===== src/rtl/key_input.sv =====
// Debounced push-button and synchronized switch input block.
// Keys produce sticky press-event flags with a shared interrupt line.
module key_input #(
  parameter int unsigned DEBOUNCE_CYCLES = 500000
) (
  input  logic       clock,
  input  logic       reset_s2_n,
  input  logic       enable,
  input  logic [3:0] key_n,
  input  logic [7:0] sw,
  input  logic [3:0] clear,
  output logic [3:0] key_state,
  output logic [3:0] pending,
  output logic       irq,
  output logic [7:0] sw_data
);

  localparam int unsigned NKEY  = 4;
  localparam int unsigned NSW   = 8;
  localparam int unsigned CNT_W = 20;
  localparam logic [CNT_W-1:0] CNT_MAX = CNT_W'(DEBOUNCE_CYCLES - 1);

  logic [NKEY-1:0]            key_meta_q, key_sync_q;
  logic [NSW-1:0]             sw_meta_q, sw_sync_q;
  logic [NKEY-1:0][CNT_W-1:0] cnt_q, cnt_d;
  logic [NKEY-1:0]            key_state_q, key_state_d;
  logic [NKEY-1:0]            pending_q, pending_d;
  logic [NKEY-1:0]            raw_p;

  // Two-flop synchronizers; key lines idle high so they reset to 1.
  always_ff @(posedge clock or negedge reset_s2_n) begin
    if (!reset_s2_n) begin
      key_meta_q <= '1;
      key_sync_q <= '1;
      sw_meta_q  <= '0;
      sw_sync_q  <= '0;
    end else begin
      key_meta_q <= key_n;
      key_sync_q <= key_meta_q;
      sw_meta_q  <= sw;
      sw_sync_q  <= sw_meta_q;
    end
  end

  // Per-key debounce counter, level toggle and press-event capture.
  always_comb begin
    raw_p       = ~key_sync_q;
    cnt_d       = '0;
    key_state_d = key_state_q;
    pending_d   = pending_q & ~clear;
    for (int unsigned i = 0; i < NKEY; i++) begin
      if (raw_p[i] != key_state_q[i]) begin
        if (cnt_q[i] >= CNT_MAX) begin
          key_state_d[i] = ~key_state_q[i];
          // A press on the same edge as a clear keeps the flag set.
          if (!key_state_q[i] && enable) begin
            pending_d[i] = 1'b1;
          end
        end else begin
          cnt_d[i] = cnt_q[i] + CNT_W'(1);
        end
      end
    end
  end

  always_ff @(posedge clock or negedge reset_s2_n) begin
    if (!reset_s2_n) begin
      cnt_q       <= '0;
      key_state_q <= '0;
      pending_q   <= '0;
    end else begin
      cnt_q       <= cnt_d;
      key_state_q <= key_state_d;
      pending_q   <= pending_d;
    end
  end

  assign key_state = key_state_q;
  assign pending   = pending_q;
  assign irq       = |pending_q;
  assign sw_data   = sw_sync_q;

endmodule


===== config.mk =====
export PLATFORM = sky130hd
export DESIGN_NAME = key_input
export DESIGN_NICKNAME = d
export VERILOG_FILES = /design/src/rtl/key_input.sv
export SDC_FILE = /design/constraint.sdc
export NUM_CORES = 1
export LEC_CHECK = 0
export ABC_AREA = 1
export ABC_CLOCK_PERIOD_IN_PS = 2600
export BUFFER_PORTS_ARGS = -buffer_cell sky130_fd_sc_hd__buf_2
export CORE_UTILIZATION = 50
export CTS_CLUSTER_DIAMETER = 30
export DETAILED_ROUTE_END_ITERATION = 12
export MAX_ROUTING_LAYER = met4
export PLACE_DENSITY = 0.76
export REMOVE_ABC_BUFFERS = 1
export SYNTH_ARGS = -nofsm -noshare
export SYNTH_HDL_FRONTEND = slang
export SYNTH_SLANG_ARGS = --single-unit

===== constraint.sdc =====
create_clock -name clock -period 2.6 [get_ports clock]
set_clock_uncertainty 0.15 [all_clocks]
set_input_delay 0 -clock clock [delete_from_list [all_inputs] [get_ports clock]]
set_output_delay 0 -clock clock [all_outputs]
set_load 0.01 [all_outputs]

==> flow_metrics.env, run 1 <==
export IMPL_cts_setup_buffers=0
export IMPL_die_x_um=109
export IMPL_final_area_um2=6510
export IMPL_yosysUniqueCellTypes=34
export IMPL_vias=4378
export IMPL_drive_gt1_frac=0.186
export IMPL_hold_viol_final=0
export IMPL_postRouteWirelength_um=10600
export IMPL_critPathArrivalTime_ns=2.30
export IMPL_ios=36
export IMPL_place_inst=855
export IMPL_cts_made_buffers=9
export IMPL_postRouteAntennaNets=0
export IMPL_cp_cell_sequence="ha_1, nand2_1, nor2_2, o21ai_1, nand2_1, nand2_2, nand2_1, nand2_1, nand2_1, dlygate4sd3_1"
export IMPL_vias_per_cell=4.91
export IMPL_reg2reg_from="cnt_q[0]"
export IMPL_rsz0062_at_grt="false"
export IMPL_finalCritPeriodShare=0.852
export IMPL_drt_pass1_iter_count=4
export IMPL_reg2reg_to="pending[0]"
export IMPL_syn_area_um2=5690
export IMPL_timing_fmax_mhz=452
export IMPL_critPathCaptureType="register"
export IMPL_design_core_area_um2=10900
export IMPL_drc=0
export IMPL_port_buffers=35
export IMPL_diodes=0
export IMPL_drt_iter0_drc=162
export IMPL_rrSetupSlack_ns=0.39
export IMPL_grt_first_pass_wirelength_um=18400
export IMPL_outcome="complete, no violations"
export IMPL_grt_pass1_vias=4354
export IMPL_p_int_uw=2560
export IMPL_worstPathRequired_ns=2.68
export IMPL_crit_path_start_kind="register"
export IMPL_slew_viol_final=0
export IMPL_cts_buffer_depth=2
export IMPL_pwr_density_cell_nw_per_um2=515
export IMPL_slowest_delay_ns=0.56
export IMPL_whs_ns=0.128
export IMPL_fin_cells=892
export IMPL_critPathMaxFanout=6
export IMPL_num_rows=38
export IMPL_setup_worst_path_class="reg2reg"
export IMPL_postCtsHoldBufs=21
export IMPL_grt_usage=0.208
export IMPL_cap_violations=0
export IMPL_path_common_cell="nand2_1"
export IMPL_sequentialPowerShare=0.544
export IMPL_ctsHtreeMaxLevel=3
export IMPL_clk_latency_ns=0.35
export IMPL_yosysSeqAreaShare=0.495
export IMPL_setup_tns_ns=0
export IMPL_clk_pin_slew_ns=0.07
export IMPL_switching_share=0.236
export IMPL_root_buffer="clkbuf_16"
export IMPL_synth_cells=680
export IMPL_slowest_stage="dlygate4sd3_1"
export IMPL_finalSetupViolCount=0
export IMPL_areaGrowthSynthToFinish_pct=14.5
export IMPL_dieArea_um2=11800
export IMPL_post_drt_wl_per_cell_um=11.8
export IMPL_r2r_worst_path_cells=10
export IMPL_p_leak_uw=0.00292
export IMPL_die_h_um=109
export IMPL_fin_nets=770
export IMPL_overflow=0
export IMPL_utilization=0.595
export IMPL_worstMarginPinSlew_ns=0.872
export IMPL_relSlewSlack=0.419
export IMPL_min_period_ns=2.21
export IMPL_cts_sinks=112
export IMPL_synth_seq_cells=112
export IMPL_cts_tree="yes"
export IMPL_p_clk_frac=0.384
export IMPL_grt_max_degree=71
export IMPL_p_comb_frac=0.072
export IMPL_cts_resized=0
export IMPL_placed_area_um2=6020
export IMPL_hold_path_class="in2async"
export IMPL_hpwlAfterDp_um=7620
export IMPL_ir_drop_uv=548
export IMPL_start_util=0.520
export IMPL_gp_congestion=0.919
export IMPL_syn_avg_cell_area_um2=8.36
export IMPL_power_switching_uw=790
export IMPL_ys_warn_count=0
export IMPL_antenna_found_initial=0
-- cells by family after synthesis --
group                    synth area share
AO/OA/AOI/OAI                      0.0271
XOR/XNOR                           0.0632
adder cells (fa/ha/maj)           0.00880
buffers and inverters              0.0583
flip-flops                          0.495
other                            0.000660
AND/OR/NAND/NOR                     0.347
-- worst max-delay path by stage --
stage                          from          to  slack (ns)  depth (start not counted)
final                      cnt_q[0]  pending[0]        0.39                         10
after global routing      cnt_q[20]  pending[1]        0.21                         12
after CTS                 cnt_q[20]  pending[1]        0.37                         12
after detailed placement  cnt_q[20]   cnt_q[20]        0.82                         10
after global placement    cnt_q[20]   cnt_q[20]        0.88                         10
after floorplan           cnt_q[20]   cnt_q[20]        1.02                         10
-- flip-flops by register name, summed over array words and instances, names as in the netlist --
signal,flops
cnt_q,80
key_meta_q,4
key_state,4
key_sync_q,4
pending,4
sw_data,8
sw_meta_q,8
-- layout by cell type, fill, tap and decap left out, types with 13 or more instances in the layout --
cell type	n
xor2_1	28
dfrtp_1	104
nor2_1	109
buf_2	34
dlygate4sd3_1	21
nand3_1	46
inv_1	70
nand2_1	169
xnor2_1	13
nor2_2	48
-- through the flow --
step | total power, µW | worst slack [ns]
2_1_floorplan | 1970 | 1.02
3_3_place_gp | 2070 | 0.876
3_5_place_dp | 2080 | 0.822
4_1_cts | 3400 | 0.368
5_1_grt | 3500 | 0.207
6_report | 3350 | 0.386
-- critical path, delay by kind of cell (launching register included) --
family,cells,cell delay [ns]
simple gates,7,0.63
buf+inv,1,0.56
flops,1,0.41
fa+ha+maj,1,0.24
compound gates,1,0.11
-- power groups by stage --
| stage | sequential, µW | clock, µW | combinational, µW |
|---|---|---|---|
| after floorplan | 1860 | 0 | 115 |
| after global placement | 1850 | 0 | 216 |
| after detailed placement | 1860 | 0 | 221 |
| after CTS | 1820 | 1330 | 247 |
| after global routing | 1830 | 1390 | 276 |
| final | 1820 | 1290 | 242 |
-- layout make-up --
type,instances,area (µm²)
inverter,74,278
timing repair buffer,58,415
sequential,112,2810
clock inverter,4,28.8
tap,140,175
multi-input combinational,492,2550
clock buffer,12,246
fill,929,4430
-- cells in the mapped netlist (all sizes together) --
library cell | number | area share
or2 | 5 | 0.0055
nand4 | 10 | 0.014
or4 | 1 | 0.0013
inv | 74 | 0.049
dfstp | 8 | 0.037
a21oi | 2 | 0.0018
dfrtp | 104 | 0.46
xnor2 | 13 | 0.020
buf | 5 | 0.0095
nand3b | 4 | 0.0053
o21ai | 12 | 0.011
nor3 | 11 | 0.011
xor2 | 28 | 0.043
nand2 | 177 | 0.12
nor2 | 161 | 0.13
conb | 1 | 0.00066
o21bai | 5 | 0.0066
o31ai | 2 | 0.0075
and2 | 1 | 0.0011
ha | 4 | 0.0088
nand3 | 52 | 0.055
-- layer usage --
layer,vias up,global-route usage,wire length (µm)
li1,2238,-,-
met1,2048,0.238,4890
met2,79,0.349,5120
met3,13,0.0520,376
met4,0,0.0801,170
met5,-,-,0
No activity file was read; power rests on OpenSTA's default activity.
==> run 2, diff against run 1 <==
- CAP_MARGIN: not set -> 0
- PLACE_DENSITY: 0.76 -> not set
- PLACE_DENSITY_LB_ADDON: not set -> 0.05
==> run 2 against run 1 <==
Effect of this change:
- the flow now finishes with violations (hold timing)
- design area is 0.35% higher
- clock power is 8% higher
- worst hold slack worse by 0.13 ns
- core utilization is 0.21 points higher
- die area stayed put
- critical path type unchanged
- highest routed layer unchanged
==> flow_metrics.env, run 2 (synthesis gave the netlist of run 1 again) <==
export IMPL_port_buffers=35
export IMPL_cts_buffer_depth=2
export IMPL_gp_congestion=0.845
export IMPL_power_switching_uw=823
export IMPL_setup_worst_path_class="reg2reg"
export IMPL_ios=36
export IMPL_cp_cell_sequence="ha_1, nand2_1, inv_1, nand2_1, nand2_1, nand2_1, nand2_1, nand2_2, nand2_1, nand2_1, nand2_1, dlygate4sd3_1"
export IMPL_critPathCaptureType="register"
export IMPL_slew_viol_final=0
export IMPL_die_x_um=109
export IMPL_fin_nets=770
export IMPL_final_cell_mix="nand2_1, nor2_1, dfrtp_1"
export IMPL_finalCritPeriodShare=0.844
export IMPL_clk_latency_ns=0.36
export IMPL_grt_usage=0.208
export IMPL_overflow=0
export IMPL_utilization=0.597
export IMPL_whs_ns=-0.00538
export IMPL_critPathArrivalTime_ns=2.29
export IMPL_fin_ws_ns=0.406
export IMPL_power_uw=3460
export IMPL_drc=0
export IMPL_wl_met2_um=4990
export IMPL_grt_max_degree=55
export IMPL_dieArea_um2=11800
export IMPL_violations="hold timing"
export IMPL_slowest_delay_ns=0.54
export IMPL_cap_violations=0
export IMPL_drt_pass1_iter_count=4
export IMPL_rsz0062_at_grt="false"
export IMPL_hold_path_class="in2async"
export IMPL_root_buffer="clkbuf_16"
export IMPL_highest_layer="met4"
export IMPL_met3WireLength_um=412
export IMPL_drive_gt1_frac=0.188
export IMPL_vias=4331
export IMPL_p_int_uw=2640
export IMPL_die_h_um=109
export IMPL_p_leak_uw=0.00293
export IMPL_worstPathRequired_ns=2.69
export IMPL_largest_register_ff_count=80
export IMPL_diodes=0
export IMPL_num_rows=38
export IMPL_slowest_stage="dlygate4sd3_1"
export IMPL_post_drt_wl_per_cell_um=11.9
export IMPL_postRouteWirelength_um=10600
export IMPL_cts_setup_buffers=0
export IMPL_cts_made_buffers=9
export IMPL_design_core_area_um2=10900
export IMPL_sequentialPowerShare=0.527
export IMPL_postCtsHoldBufs=21
export IMPL_switching_share=0.238
export IMPL_timing_fmax_mhz=456
export IMPL_p_clk_frac=0.403
export IMPL_grt_first_pass_wirelength_um=18500
export IMPL_largest_register="cnt_q"
export IMPL_ctsHtreeMaxLevel=3
export IMPL_post_place_ws_ns=0.802
export IMPL_finalSetupViolCount=0
export IMPL_postRouteAntennaNets=0
export IMPL_final_common_cell="nand2_1"
export IMPL_antenna_found_initial=0
export IMPL_p_comb_frac=0.070
export IMPL_outcome="finished, violations left"
export IMPL_areaGrowthSynthToFinish_pct=14.9
export IMPL_ir_drop_uv=528
export IMPL_pwr_density_cell_nw_per_um2=530
export IMPL_fill_cells=986
export IMPL_cts_tree="yes"
export IMPL_start_util=0.520
export IMPL_critPathMaxFanout=6
export IMPL_clk_pin_slew_ns=0.07
export IMPL_min_period_ns=2.19
export IMPL_path_common_cell="nand2_1"
export IMPL_grt_pass1_vias=4232
export IMPL_cts_resized=0
export IMPL_hold_viol_final=13
export IMPL_setup_tns_ns=0
export IMPL_drt_iter0_drc=147
export IMPL_cts_sinks=112
export IMPL_vias_per_cell=4.86
export IMPL_drt_met1_wl_um=5100
export IMPL_hpwlAfterDp_um=7690
export IMPL_crit_path_start_kind="register"
-- run 2: changes by cell type in the layout (fill, tap and decap cells not counted), sizes merged --
cell,previous run,this run
bufinv,0,1
clkbuf,12,10
clkinv,1,4
clkinvlp,2,0
-- run 2: metrics by stage --
| stage | cell area, µm² | instances |
|---|---|---|
| 2_1_floorplan | 5640 | 678 |
| 3_3_place_gp | 6020 | 855 |
| 3_5_place_dp | 6020 | 855 |
| 4_1_cts | 6530 | 892 |
| 5_1_grt | 6530 | 892 |
| 6_report | 6530 | 892 |
-- run 2: final cells by class --
type | count | area, µm² | share of cell area
flip-flops and latches | 112 | 2810 | 0.431
clock buffers | 10 | 229 | 0.0351
multi-input cells | 492 | 2550 | 0.391
clock inverters | 6 | 68.8 | 0.0105
well taps | 140 | 175 | 0.0268
repair buffers | 58 | 415 | 0.0636
inverters | 74 | 278 | 0.0425
-- run 2: final timing paths --
kind / start / end / slack (ns) / cells past startpoint
min in group clock: sw[1] / sw_meta_q[1] / 0.13 / 2
worst max register to register: cnt_q[20] / pending[1] / 0.41 / 12
worst min register to register: sw_meta_q[0] / sw_data[0] / 0.20 / 0
max in group asynchronous: reset_s2_n / key_meta_q[3] / 1.59 / 3
worst min-delay path: reset_s2_n / cnt_q[57] / -0.005 / 2
worst max-delay path: cnt_q[20] / pending[1] / 0.41 / 12
-- run 2: power by group through the flow --
stage | combinational, µW | clock, µW | sequential, µW
after floorplan | 115 | 0 | 1860
after global placement | 221 | 0 | 1850
after detailed placement | 224 | 0 | 1860
after CTS | 250 | 1440 | 1820
after global routing | 275 | 1500 | 1830
final | 243 | 1390 | 1820
-- run 2: routing by layer --
metal / up-vias / global-route usage
met5: - / -
met4: 0 / 0.0531
met1: 2030 / 0.261
met3: 10 / 0.0538
met2: 59 / 0.335
li1: 2232 / -
-- run 2: critical path, delay by kind of cell, from the launching register on --
family / cells / cell delay [ns]
AND/OR/NAND/NOR: 9 / 0.65
adder cells (fa/ha/maj): 1 / 0.24
buffers and inverters: 2 / 0.59
flip-flops: 1 / 0.43
==> run 3, diff against run 2 <==
- ABC_CLOCK_PERIOD_IN_PS: 2600 -> 1900
- clock period: 2.6 -> 1.9 ns (I/O delays scaled with it)
==> run 3 against run 2 <==
Effect of this change:
- the run now ends clean
- setup slack worse by 0.28 ns
- design area up 0.36%
- first-iteration DRC count up 31%
- clock-buffer cell count grew 1
- core utilization is 0.22 points higher
- combinational power is 44% higher
- sequential power rose by 37%
- cell count is 0.22% higher
- die area unchanged
- non-clock buffer count up 2
- worst hold slack better by 0.11 ns
==> flow_metrics.env, run 3 (synthesis gave the netlist of run 1 again) <==
export IMPL_outcome="complete, no violations"
export IMPL_post_drt_wl_per_cell_um=12.1
export IMPL_cap_violations=0
export IMPL_worstMarginPinSlew_ns=0.579
export IMPL_finalSetupViolCount=0
export IMPL_reg2reg_from="cnt_q[0]"
export IMPL_critPathArrivalTime_ns=1.90
export IMPL_drt_iter0_drc=193
export IMPL_design_core_area_um2=10900
export IMPL_largest_register="cnt_q"
export IMPL_hold_viol_final=0
export IMPL_worstPathRequired_ns=2.02
export IMPL_postRouteAntennaNets=0
export IMPL_critPathMaxFanout=16
export IMPL_final_area_um2=6560
export IMPL_clk_latency_ns=0.35
export IMPL_min_period_ns=1.78
export IMPL_ios=36
export IMPL_vias_per_cell=4.84
export IMPL_die_x_um=109
export IMPL_rrSetupSlack_ns=0.12
export IMPL_final_common_cell="nand2_1"
export IMPL_grt_pass1_vias=4282
export IMPL_crit_family="simple AND/OR/NAND/NOR gates"
export IMPL_timing_fmax_mhz=563
export IMPL_path_buf_inv=0
export IMPL_start_util=0.520
export IMPL_grt_first_pass_wirelength_um=18800
export IMPL_cts_made_buffers=9
export IMPL_cts_tree="yes"
export IMPL_grt_max_degree=113
export IMPL_cp_cell_sequence="ha_1, nand2_1, nor2_2, o21ai_1, nand2_1, nand2_2, nand3_4, nor2_1"
export IMPL_rsz0062_at_grt="true"
export IMPL_fin_nets=772
export IMPL_setup_tns_ns=0
export IMPL_drt_pass1_iter_count=4
export IMPL_placed_area_um2=6030
export IMPL_cts_sinks=112
export IMPL_relSlewSlack=0.614
export IMPL_finalCritPeriodShare=0.935
export IMPL_setup_worst_path_class="reg2reg"
export IMPL_die_h_um=109
export IMPL_whs_ns=0.109
export IMPL_drc=0
export IMPL_drive_gt1_frac=0.194
export IMPL_antenna_found_initial=0
export IMPL_crit_path_start_kind="register"
export IMPL_final_cell_mix="nand2_1, nor2_1, dfrtp_1"
export IMPL_dieArea_um2=11800
export IMPL_largest_register_ff_count=80
export IMPL_num_rows=38
export IMPL_p_leak_uw=0.00295
export IMPL_overflow=0
export IMPL_slowest_delay_ns=0.41
export IMPL_hold_path_class="in2async"
export IMPL_slew_viol_final=0
export IMPL_grt_usage=0.211
export IMPL_root_buffer="clkbuf_16"
export IMPL_port_buffers=35
export IMPL_cts_buffer_depth=2
export IMPL_critPathCaptureType="register"
export IMPL_r2r_worst_path_cells=8
export IMPL_pwr_density_cell_nw_per_um2=708
export IMPL_hpwlAfterDp_um=7520
export IMPL_gp_congestion=0.871
export IMPL_ir_drop_uv=643
export IMPL_ctsHtreeMaxLevel=3
export IMPL_diodes=0
export IMPL_vias=4324
export IMPL_reg2reg_to="cnt_q[4]"
export IMPL_slowest_stage="dfrtp_1"
export IMPL_clk_pin_slew_ns=0.07
export IMPL_areaGrowthSynthToFinish_pct=15.3
export IMPL_path_common_cell="nand2_1"
export IMPL_postRouteWirelength_um=10800
## run 3: cell count changes in the layout (fill, tap and decap cells not counted), sizes merged
cell	change
buf	+5
bufinv	-1
clkbuf	+1
clkinv	-2
clkinvlp	+2
dlygate4sd3	-3
## run 3: worst reg2reg max path: stages (launching register included)
cell	delay, ns
dfrtp_1	0.41
ha_1	0.23
nand2_1	0.09
nor2_2	0.06
o21ai_1	0.11
nand2_1	0.07
nand2_2	0.13
nand3_4	0.24
nor2_1	0.19
## run 3: what timing repair did
item                                    CTS  global route
buffers inserted                          0             4
hold buffers                             18             0
endpoints found under the setup margin    0            23
resized for setup                         0             1
endpoints found under the hold margin   128             0
## run 3: worst max-delay path by stage
stage / start / end / slack (ns) / cells past startpoint
floorplan: cnt_q[20] / cnt_q[20] / 0.32 / 10
global placement: cnt_q[20] / cnt_q[20] / 0.16 / 10
detailed placement: cnt_q[20] / cnt_q[25] / 0.09 / 10
CTS: cnt_q[20] / cnt_q[21] / 0.06 / 10
global route: cnt_q[0] / cnt_q[1] / -0.02 / 8
finish: cnt_q[0] / cnt_q[4] / 0.12 / 8
## run 3: per-stage QoR
step	power, µW	util	instances	worst slack [ns]
2_1_floorplan	2700	-	678	0.317
3_3_place_gp	2840	0.551	856	0.161
3_5_place_dp	2850	0.551	856	0.0934
4_1_cts	4700	0.594	890	0.0581
5_1_grt	4870	0.599	894	-0.0232
6_report	4640	0.599	894	0.124
## run 3: layout make-up
class / instances / area, µm²
Clock buffer: 11 / 243
Clock inverter: 5 / 41.3
Fill cell: 996 / 4380
Inverter: 74 / 278
Multi-Input combinational cell: 492 / 2560
Sequential cell: 112 / 2810
Tap cell: 140 / 175
Timing Repair Buffer: 60 / 448
## run 3: power breakdown
group | internal [µW] | switching, µW
Combinational | 135 | 214
Sequential | 2450 | 43.0
Clock | 935 | 861
Total | 3520 | 1120
## run 3: routing by layer
metal | vias up | routed length, µm | global-route usage
met5 | - | 0 | -
met4 | 0 | 136 | 0.0589
met3 | 11 | 376 | 0.0562
met2 | 64 | 5150 | 0.340
met1 | 2005 | 5130 | 0.263
li1 | 2244 | - | -
